[src/rtl/polar_to_point.sv]
// polar_to_point: iterative CORDIC rotation-mode engine.
// Computes (x_org + r*cos(a), y_org + r*sin(a)) with one micro-rotation per clock.
// Units: positions and distance are x100, angle is centidegrees.
// Build option: define POLAR_SAT_EN to clamp each output axis to 16-bit range;
// when it is left undefined, each axis wraps in two's complement.
module polar_to_point #(
  parameter int ITER = 14,  // micro-rotations, legal 8..16
  parameter int IW   = 20   // signed x/y datapath width
) (
  input  logic               clk,
  input  logic               rst,
  input  logic               in_valid,
  output logic               in_ready,
  input  logic signed [15:0] x_org,
  input  logic signed [15:0] y_org,
  input  logic signed [15:0] r_in,
  input  logic signed [15:0] angle_in,
  output logic               out_valid,
  input  logic               out_ready,
  output logic signed [15:0] x_out,
  output logic signed [15:0] y_out
);

  typedef enum logic [1:0] {IDLE, ROT, SUM, DONE} state_e;

  localparam int ZW = 17;
  localparam logic signed [ZW-1:0] Z_90  = 17'sd9000;
  localparam logic signed [ZW-1:0] Z_180 = 17'sd18000;
  localparam logic signed [ZW-1:0] Z_360 = 17'sd36000;
  localparam logic signed [IW-1:0] SAT_MAX = IW'(32767);
  localparam logic signed [IW-1:0] SAT_MIN = IW'(-32768);

  state_e               state_q, state_d;
  logic [4:0]           iter_q, iter_d;
  logic signed [IW-1:0] x_q, x_d, y_q, y_d;
  logic signed [ZW-1:0] z_q, z_d;
  logic signed [15:0]   x_org_q, x_org_d, y_org_q, y_org_d;
  logic signed [15:0]   x_out_q, x_out_d, y_out_q, y_out_d;

  logic [15:0]          r_pos;
  logic [31:0]          rk_prod;
  logic signed [IW-1:0] rk;
  logic signed [ZW-1:0] a_ext, a_wrap;
  logic signed [IW-1:0] x_sh, y_sh;
  logic signed [IW-1:0] x_org_ext, y_org_ext;

  // Arctangent of 2^-i in centidegrees.
  function automatic logic signed [ZW-1:0] atan_lut(input logic [3:0] idx);
    case (idx)
      4'd0:  return 17'sd4500;
      4'd1:  return 17'sd2657;
      4'd2:  return 17'sd1404;
      4'd3:  return 17'sd713;
      4'd4:  return 17'sd358;
      4'd5:  return 17'sd179;
      4'd6:  return 17'sd90;
      4'd7:  return 17'sd45;
      4'd8:  return 17'sd22;
      4'd9:  return 17'sd11;
      4'd10: return 17'sd6;
      4'd11: return 17'sd3;
      4'd12: return 17'sd1;
      4'd13: return 17'sd1;
      default: return 17'sd0;
    endcase
  endfunction

  // Narrow an IW-bit sum to the 16-bit output format.
  function automatic logic signed [15:0] reduce16(input logic signed [IW-1:0] v);
`ifdef POLAR_SAT_EN
    if (v > SAT_MAX)      return 16'sh7fff;
    else if (v < SAT_MIN) return 16'sh8000;
    else                  return 16'(v);
`else
    return 16'(v);
`endif
  endfunction

  // Request preparation: gain-compensated radius and single-step angle wrap.
  always_comb begin
    // NOTE: every always_comb output gets a default first, so no path can leave it unassigned and infer a latch.
    r_pos   = r_in[15] ? 16'd0 : r_in;
    rk_prod = 32'(r_pos) * 32'd19898 + 32'd16384;
    rk      = IW'(rk_prod >> 15);
    a_ext   = {angle_in[15], angle_in};
    a_wrap  = a_ext;
    if (a_ext > Z_180)       a_wrap = a_ext - Z_360;
    else if (a_ext < -Z_180) a_wrap = a_ext + Z_360;
  end

  // Shifted operands and sign-extended origin shared by ROT and SUM.
  always_comb begin
    x_sh      = x_q >>> iter_q;
    y_sh      = y_q >>> iter_q;
    x_org_ext = {{(IW-16){x_org_q[15]}}, x_org_q};
    y_org_ext = {{(IW-16){y_org_q[15]}}, y_org_q};
  end

  // Next-state and datapath update for IDLE -> ROT -> SUM -> DONE.
  always_comb begin
    state_d = state_q;
    iter_d  = iter_q;
    x_d     = x_q;
    y_d     = y_q;
    z_d     = z_q;
    x_org_d = x_org_q;
    y_org_d = y_org_q;
    x_out_d = x_out_q;
    y_out_d = y_out_q;
    case (state_q)
      IDLE: begin
        if (in_valid) begin
          x_org_d = x_org;
          y_org_d = y_org;
          iter_d  = '0;
          // Pre-rotate by +/-90 degrees so the residual angle is within CORDIC reach.
          if (a_wrap > Z_90) begin
            x_d = '0;
            y_d = rk;
            z_d = a_wrap - Z_90;
          end else if (a_wrap < -Z_90) begin
            x_d = '0;
            y_d = -rk;
            z_d = a_wrap + Z_90;
          end else begin
            x_d = rk;
            y_d = '0;
            z_d = a_wrap;
          end
          state_d = ROT;
        end
      end
      ROT: begin
        if (!z_q[ZW-1]) begin
          x_d = x_q - y_sh;
          y_d = y_q + x_sh;
          z_d = z_q - atan_lut(iter_q[3:0]);
        end else begin
          x_d = x_q + y_sh;
          y_d = y_q - x_sh;
          z_d = z_q + atan_lut(iter_q[3:0]);
        end
        iter_d = iter_q + 5'd1;
        if (iter_q == 5'(ITER - 1)) state_d = SUM;
      end
      SUM: begin
        x_out_d = reduce16(x_q + x_org_ext);
        y_out_d = reduce16(y_q + y_org_ext);
        state_d = DONE;
      end
      DONE: begin
        if (out_ready) state_d = IDLE;
      end
      default: state_d = IDLE;
    endcase
  end

  // State and datapath registers with synchronous reset.
  always_ff @(posedge clk) begin
    // NOTE: sequential state uses non-blocking assignments so every flop samples pre-edge values.
    if (rst) begin
      // NOTE: datapath registers are reset as well because the outputs must read zero after reset.
      state_q <= IDLE;
      iter_q  <= '0;
      x_q     <= '0;
      y_q     <= '0;
      z_q     <= '0;
      x_org_q <= '0;
      y_org_q <= '0;
      x_out_q <= '0;
      y_out_q <= '0;
    end else begin
      state_q <= state_d;
      iter_q  <= iter_d;
      x_q     <= x_d;
      y_q     <= y_d;
      z_q     <= z_d;
      x_org_q <= x_org_d;
      y_org_q <= y_org_d;
      x_out_q <= x_out_d;
      y_out_q <= y_out_d;
    end
  end

  assign in_ready  = (state_q == IDLE);
  assign out_valid = (state_q == DONE);
  assign x_out     = x_out_q;
  assign y_out     = y_out_q;

endmodule

[config.mk]
export PLATFORM = sky130hd
export DESIGN_NAME = polar_to_point
export DESIGN_NICKNAME = d
export VERILOG_FILES = /design/src/rtl/polar_to_point.sv
export SDC_FILE = /design/constraint.sdc
export NUM_CORES = 1
export LEC_CHECK = 0
export CORE_MARGIN = 1
export CORE_UTILIZATION = 51
export DETAILED_ROUTE_END_ITERATION = 6
export PLACE_DENSITY = 0.72
export REMOVE_ABC_BUFFERS = 1
export SETUP_SLACK_MARGIN = 0.05
export SYNTH_ARGS = -nofsm -noshare
export SYNTH_HDL_FRONTEND = slang
export SYNTH_SLANG_ARGS = --single-unit
[constraint.sdc]
create_clock -name clk -period 8.5 [get_ports clk]
set_input_delay 1.7 -clock clk [delete_from_list [all_inputs] [get_ports clk]]
set_output_delay 1.7 -clock clk [all_outputs]
set_load 0.02 [all_outputs]
Yosys cells after proc, flatten, opt, wreduce, memory -nomap -nowiden
Memories as Yosys holds them, arrays and structs flattened. A register that Yosys moved wholly into a read port is not among the register bits. Index checks and enable logic that the tools add are counted.

Flip-flop bits (word level): 128. Memory bits (read-only): 416. Input bits: 68. Output and inout port bits: 34. Word-level logic and storage cells: 77. Memories: 2.

Add/sub/neg operators: 15. $mul: 1. $lt $le $gt $ge: 4. Equal/unequal tests: 7. Shift-type cells: 2. Muxes and demuxes: 32. Reductions and logical operators: 5.

Memory list: (no name shown) (depth 16, bits a word 13, read ports 1, clocked after Yosys merged registers in 1, wr ports 0, line 49) `case (idx)`; (no name shown) (depth 16, bits a word 13, read ports 1, clocked after Yosys merged registers in 1, wr ports 0, line 49).

Operators by type and width (number): $mux W17 (10); $mux W20 (6); $pmux W20 S2 (2); $add A20 B20 Y20 (2); $sshr A20 B5 Y20 (2); $sub A20 B20 Y20 (2); $pmux W17 S2 (1); $add A16 B16 Y16 (2); $mux W16 (2); $add A30 B15 Y31 const B (1); $mul A15 B14 Y29 const B (1); $neg A16 Y20 (1); $add A16 B17 Y17 const B (1); $add A17 B15 Y17 const B (1); $add A17 B17 Y17 (1); $gt A17 B15 Y1 const B (1); $lt A17 B15 Y1 const B (1); $sub A16 B17 Y17 const B (1); $sub A17 B15 Y17 const B (1); $sub A17 B17 Y17 (1); $gt A16 B16 Y1 const B (1); $lt A16 B16 Y1 const B (1); $mux W4 (4); $mux W15 (1); 14 further kinds (19).

Logic depth before layout (Yosys ltp)
Gate-level depths: netlist (run 1).

Word-level depth: 8. Gate-level depth with buffers: 31. Depth with buffers taken out: 30.

Worst setup path before layout (run 1)
OpenSTA, ideal clock, no wires.

Path kind: input-to-reg. Start: input port r_in[15]. End: register y_q[13]. Setup time: 130 ps. Data arrival time: 8680 ps. Required time: 8370 ps. Slack: -310 ps. Cell stages on the path: 30. Buffers on the path: 2. Path through: clkbuf_1 -> clkbuf_1 -> nand2b_1 -> inv_1 -> fa_1 -> ha_1 -> inv_1 -> fa_1 -> inv_1 -> fa_1 -> fa_1 -> inv_1 -> fa_1 -> inv_1 -> ha_1 -> a21o_1 -> a21oi_1 -> a21oi_1 -> nor2_1 -> ha_1 -> inv_1 -> nor4_1 -> nand3_1 -> xor2_1 -> nor4_2 -> o211ai_4 -> o31ai_2 -> xor2_1 -> a221oi_1 -> nor3_2.

Cells in the longest elaborated chain, start to end: 8.

Ends and longest elaborated chain: start: declaration (line 16) `input logic signed [15:0] r_in,`; $mux W15 * (line 82) `r_pos = r_in[15] ? 16'd0 : r_in;`; $mul A15 B14 Y29 * (line 83) `rk_prod = 32'(r_pos) * 32'd19898 + 32'd16384;`; $add A30 B15 Y31 * (line 83); $neg A16 Y20 (line 123) `y_d = -rk;`; $mux W20 (line 121) `end else if (a_wrap < -Z_90) begin`; $mux W20 * (line 117) `if (a_wrap > Z_90) begin`; $mux W20 * (line 112) `if (in_valid) begin`; $pmux W20 S2 * (line 110) `case (state_q)`; end signal: assignment (line 176) `y_q <= y_d;`; end: declaration (line 35) `logic signed [IW-1:0] x_q, x_d, y_q, y_d;`.

Every way passes the cells marked *; elsewhere a longest branch is shown, timed or not. The select of a mux whose other input is x is not followed. A chain may end at the register's enable or synchronous reset.

Final worst setup path (run 1)
Start: input port r_in[10]. End: register y_q[15].

The elaborated chain is that of the path after synthesis.

==> flow_metrics.env, run 1 <==
export IMPL_crit_path_end_kind="flop"
export IMPL_cap_violations=0
export IMPL_cts_hold_buf=0
export IMPL_vias=17720
export IMPL_yosys_warnings=0
export IMPL_leakage_uw=0.009896
export IMPL_whs_ps=457.9
export IMPL_critPathRequiredTime_ps=8800
export IMPL_rsz0062_at_grt="false"
export IMPL_num_rows=69
export IMPL_synth_yosys_seq_area_share=0.1533
export IMPL_cts_num_sinks=141
export IMPL_io_pins=102
export IMPL_vdd_drop_max_mv=0.3812
export IMPL_start_util=0.5178
export IMPL_netlist_area_um2=18420
export IMPL_worstMarginPinSlew_ps=1056
export IMPL_path_buf_inv=9
export IMPL_grt_use_total=0.2939
export IMPL_synth_top_area_share=0.1533
export IMPL_grt_pass1_wl_um=86760
export IMPL_cts_htree_levels=4
export IMPL_netlist_top_cell_by_area="dfxtp_1"
export IMPL_path_class="in -> reg"
export IMPL_setup_tns_ps=0
export IMPL_final_cell_area_um2=21930
export IMPL_synth_cell_types=101
export IMPL_layout_common_cells="inv_1 (221), nor2_1 (221), nand2_1 (212)"
export IMPL_numCtsBuffers=17
export IMPL_die_h_um=192.0
export IMPL_drive_gt1_frac=0.1449
export IMPL_syn_avg_cell_area_um2=7.962
export IMPL_drtPass1Iterations=6
export IMPL_drc=0
export IMPL_fin_cells=3001
export IMPL_hold_violations=0
export IMPL_syn_inst=2313
export IMPL_diodes=0
export IMPL_drt_wl_total_um=53980
export IMPL_synth_area_leaders="dfxtp_1 (15%), ha_1 (14%), fa_1 (8.3%), a21oi_1 (5.2%), xnor2_1 (4.7%)"
export IMPL_grt_max_degree=70
export IMPL_ant_nets=0
export IMPL_avgRoutedWirePerCell_um=17.99
export IMPL_final_max_slew_viol_count=0
export IMPL_final_setup_viol_count=0
export IMPL_crit_arrival_ps=8440
export IMPL_placed_cell_area_um2=20980
export IMPL_ys_flop_type="dfxtp_1"
export IMPL_synth_seq_cells=141
export IMPL_synth_edf_count=0
export IMPL_drt_iter0_drc=1092
export IMPL_ys_async_sr_fraction=0
export IMPL_dp_hpwl_um=42610
export IMPL_antenna_found_initial=1
export IMPL_die_w_um=192.0
export IMPL_crit_fanout=5
export IMPL_cts_buffer_depth=2
export IMPL_area_delta_synth_final_pct=19.07
export IMPL_place_worst_setup_slack_ps=-609.4
export IMPL_post_place_cells=2959
export IMPL_pwr_density_cell_nw_per_um2=467.1
export IMPL_hold_path_class="reg -> reg"
export IMPL_die_area_um2=36870
export IMPL_fmax_mhz=122.9
export IMPL_layout_min_cycle_time_ps=8139
export IMPL_status="completed"
export IMPL_post_drt_via_cell_ratio=5.903
export IMPL_fin_skew_ps=18.94
export IMPL_crit_family="adder cells"
export IMPL_cp_start_kind="primary input"
export IMPL_coreArea_um2=35570
export IMPL_gp_congestion=1.015
export IMPL_io_buffers=101
export IMPL_fin_ws_ps=361.5
export IMPL_tritoncts="done"
export IMPL_path_clk_slew_ps=60
export IMPL_grt_pass1_vias=17670
export IMPL_crit_slowest_cell="fa_1"
export IMPL_cts_root_buf="clkbuf_16"
export IMPL_clock_latency_ps=450
export IMPL_post_route_period_util=0.9575
export IMPL_relSlewSlack=0.2932
export IMPL_num_nets_final=2882
export IMPL_critical_path_max_stage_delay_ps=550
export IMPL_gr_total_overflow=0
synth_stat cells (all sizes together) (26+ instances only):
cell and number:
xnor2 99, nor2b 26, inv 222, a21o 36, o21ai 105, clkbuf 66
nand2 212, nor2 229, dfxtp 141, ha 211, mux4 33, mux2i 55
a21oi 193, xor2 74, nor3 63, a211oi 49, buf 37, and2 27
fa 76
registers in the layout (all words and copies together) (netlist names), named ones only:
| name | cells |
|---|---|
| iter_q | 5 |
| state_q | 2 |
| x_org_q | 16 |
| x_out | 16 |
| x_q | 20 |
| y_org_q | 16 |
| y_out | 16 |
| y_q | 20 |
| z_q | 17 |
cells by family (layout without fill, tap and decap cells):
group | Yosys count | after routing | synth area share
and+or+nand+nor | 687 | 687 | 0.1733
AOI/OAI and AO/OA | 596 | 596 | 0.2160
buffers and inverters | 327 | 554 | 0.07032
adders and majority gates | 287 | 287 | 0.2260
xor gates and xnor gates | 173 | 173 | 0.08227
DFF | 141 | 141 | 0.1533
muxes | 102 | 102 | 0.07881
routing by layer:
metal,wire (um),part of all wire,vias up,GRT usage
li1,-,-,8588,-
met1,22490,0.42,8429,0.3524
met2,26440,0.49,554,0.5211
met3,2841,0.053,142,0.03709
met4,2194,0.041,2,0.1333
met5,15,0.00028,-,0
worst reg2reg max path, delay by kind of cell, from the launching register on:
family / cells / cell delay [ps]
AO/OA/AOI/OAI: 14 / 2640
multiplexers: 3 / 1110
flip-flops: 1 / 640
adder cells (fa/ha/maj): 2 / 600
buffers and inverters: 1 / 400
AND/OR/NAND/NOR: 3 / 390
path summary, 6_finish.rpt:
check | slack [ps] | cells after the start | from | endpoint
worst max-delay path | 360 | 30 | r_in[10] | y_q[15]$_SDFFE_PP0P_
worst min-delay path | 460 | 2 | z_q[14]$_SDFFE_PP0P_ | z_q[14]$_SDFFE_PP0P_
worst max register to register | 2620 | 23 | iter_q[0]$_SDFFE_PP0P_ | y_q[18]$_SDFFE_PP0P_
worst min register to register | 460 | 2 | z_q[14]$_SDFFE_PP0P_ | z_q[14]$_SDFFE_PP0P_
what timing repair did:
action | in CTS | in global routing
endpoints found under the setup margin | 11 | 26
setup buffers | 2 | 7
pin swaps | 3 | 26
gates cloned | 0 | 1
resized for setup | 8 | 59
metrics by stage:
step / total power, uW / util
finish: 10240 / 0.6165
global route: 11070 / 0.6165
CTS: 9939 / 0.6083
detailed placement: 9034 / 0.5898
global placement: 8860 / 0.5898
floorplan: 6093 / -
power by group:
group	switching, uW	internal, uW	total [uW]
registers	251	844	1100
clock network	318	472	790
logic	4580	3770	8360
layout make-up:
class | instances | area [um2]
Tap cell | 461 | 576.8
Multi-Input combinational cell | 1845 | 14580
Clock inverter | 12 | 160.2
Timing Repair Buffer | 298 | 2501
Inverter | 224 | 840.8
Sequential cell | 141 | 2826
Fill cell | 3198 | 13640
Clock buffer | 20 | 446.7
Power figures use the tool's default switching activity.
==> run 2, diff against run 1 <==
--- a/config.mk
+++ b/config.mk
@@ -8,7 +8,7 @@
 export CORE_MARGIN = 1
 export CORE_UTILIZATION = 51
 export DETAILED_ROUTE_END_ITERATION = 6
-export PLACE_DENSITY = 0.72
+export PLACE_DENSITY_LB_ADDON = 0.1
 export REMOVE_ABC_BUFFERS = 1
 export SETUP_SLACK_MARGIN = 0.05
 export SYNTH_ARGS = -nofsm -noshare
==> flow_metrics.env, run 2 (synthesis results as in run 1) <==
export IMPL_grt_max_degree=71
export IMPL_rsz0062_at_grt="false"
export IMPL_die_area_um2=36870
export IMPL_grt_pass1_vias=16680
export IMPL_setup_tns_ps=0
export IMPL_fin_skew_ps=14.67
export IMPL_tritoncts="done"
export IMPL_whs_ps=456.3
export IMPL_r2r_setup_slack_ps=2310
export IMPL_final_setup_viol_count=0
export IMPL_post_drt_via_cell_ratio=5.787
export IMPL_cts_root_buf="clkbuf_16"
export IMPL_clock_latency_ps=440
export IMPL_antenna_found_initial=0
export IMPL_pwr_density_cell_nw_per_um2=467.5
export IMPL_min_to="y_org_q[0]$_SDFFE_PP0P_"
export IMPL_fmax_mhz=123.4
export IMPL_cts_htree_levels=4
export IMPL_area_delta_synth_final_pct=19.54
export IMPL_avgRoutedWirePerCell_um=17.75
export IMPL_largestRegisters="x_q: 20 flops, y_q: 20 flops, z_q: 17 flops"
export IMPL_gr_total_overflow=0
export IMPL_path_clk_slew_ps=60
export IMPL_min_from="y_org_q[0]$_SDFFE_PP0P_"
export IMPL_num_nets_final=2884
export IMPL_placed_cell_area_um2=20940
export IMPL_cts_buffer_depth=2
export IMPL_num_rows=69
export IMPL_layout_common_cells="nor2_1 (224), inv_1 (219), nand2_1 (211)"
export IMPL_diodes=0
export IMPL_post_route_period_util=0.9536
export IMPL_cts_num_sinks=141
export IMPL_start_util=0.5178
export IMPL_grt_pass1_wl_um=84550
export IMPL_final_util=0.6189
export IMPL_grt_use_total=0.2892
export IMPL_drive_gt1_frac=0.1492
export IMPL_cap_violations=0
export IMPL_critPathRequiredTime_ps=8840
export IMPL_die_w_um=192.0
export IMPL_final_max_slew_viol_count=0
export IMPL_r2r_end="x_q[19]$_SDFFE_PP0P_"
export IMPL_status="completed"
export IMPL_gp_congestion=0.9772
export IMPL_cp_common_cell="inv_1"
export IMPL_critical_path_max_stage_delay_ps=500
export IMPL_vias=17370
export IMPL_reg2reg_from="iter_q[0]$_SDFFE_PP0P_"
export IMPL_crit_fanout=5
export IMPL_ant_nets=0
export IMPL_drt_iter0_drc=1075
export IMPL_io_buffers=101
export IMPL_crit_arrival_ps=8450
export IMPL_finalPower_uw=10290
export IMPL_numCtsBuffers=17
export IMPL_vdd_drop_max_mv=0.3575
export IMPL_leakage_uw=0.009995
export IMPL_dp_hpwl_um=41980
export IMPL_coreArea_um2=35570
export IMPL_crit_slowest_cell="fa_1"
export IMPL_hold_path_class="reg -> reg"
export IMPL_final_cell_area_um2=22010
export IMPL_final_common_cell="nor2_1"
export IMPL_relSlewSlack=0.3030
export IMPL_cp_start_kind="primary input"
export IMPL_cts_hold_buf=0
export IMPL_drt_wl_total_um=53270
export IMPL_drc=0
export IMPL_die_h_um=192.0
export IMPL_worstMarginPinSlew_ps=1042
export IMPL_hold_violations=0
export IMPL_layout_min_cycle_time_ps=8106
export IMPL_io_pins=102
export IMPL_hold_depth=2
export IMPL_worstRegToRegCells=23
export IMPL_crit_path_end_kind="flop"
export IMPL_drtPass1Iterations=5
export IMPL_path_class="in -> reg"
-- run 2: cell types whose count changed in the layout (fill, tap and decap cells not counted), moves of 3 or more --
cell	change
a21oi_1	-3
nor2_1	+3
dlymetal6s2s_1	+5
buf_4	+3
nand2b_1	-3
clkdlybuf4s50_1	-5
-- run 2: power by group --
group          internal [uW]  switching [uW]
sequential               844             262
combinational           3870            4560
clock                    454             304
-- run 2: worst max-delay path, delay by kind of cell --
family / cells / cell delay, ps
compound gates: 3 / 660
simple gates: 7 / 1340
xor+xnor: 1 / 170
mux: 1 / 210
buf+inv: 11 / 1350
fa+ha+maj: 7 / 2990
-- run 2: worst max-delay path by stage --
| stage | start | end | slack [ps] | cells past startpoint |
|---|---|---|---|---|
| CTS | r_in[15] | y_q[8]$_SDFFE_PP0P_ | 60 | 29 |
| finish | r_in[12] | y_q[8]$_SDFFE_PP0P_ | 390 | 30 |
| detailed placement | r_in[15] | y_q[10]$_SDFFE_PP0P_ | -580 | 30 |
| floorplan | r_in[15] | y_q[19]$_SDFFE_PP0P_ | 210 | 27 |
| global route | r_in[1] | y_q[15]$_SDFFE_PP0P_ | 40 | 32 |
| global placement | r_in[15] | y_q[10]$_SDFFE_PP0P_ | -480 | 30 |
-- run 2: layer usage --
layer / vias to the layer above / wire [um] / track usage
li1: 8593 / - / -
met1: 8222 / 22870 / 0.3553
met2: 446 / 25920 / 0.5086
met3: 111 / 2283 / 0.02978
met4: 0 / 2210 / 0.1281
met5: - / 0 / 0
-- run 2: cell type report --
class | count | area, um2
flip-flops and latches | 141 | 2826
inverters | 224 | 840.8
well taps | 461 | 576.8
clock inverters | 9 | 111.4
clock buffers | 22 | 474.2
repair buffers | 300 | 2531
fillers | 3249 | 13550
multi-input cells | 1845 | 14650
-- run 2: timing repair --
item	4_1_cts	5_1_grt
gates resized for setup	21	65
buffers inserted	5	13
endpoints found under the setup margin	14	27
pin swaps	7	34
-- run 2: per-stage QoR --
stage | setup WS (ps) | cells
2_1_floorplan | 208.0 | 2210
3_3_place_gp | -481.0 | 2953
3_5_place_dp | -580.9 | 2953
4_1_cts | 56.86 | 2989
5_1_grt | 40.92 | 3002
6_report | 394.2 | 3002
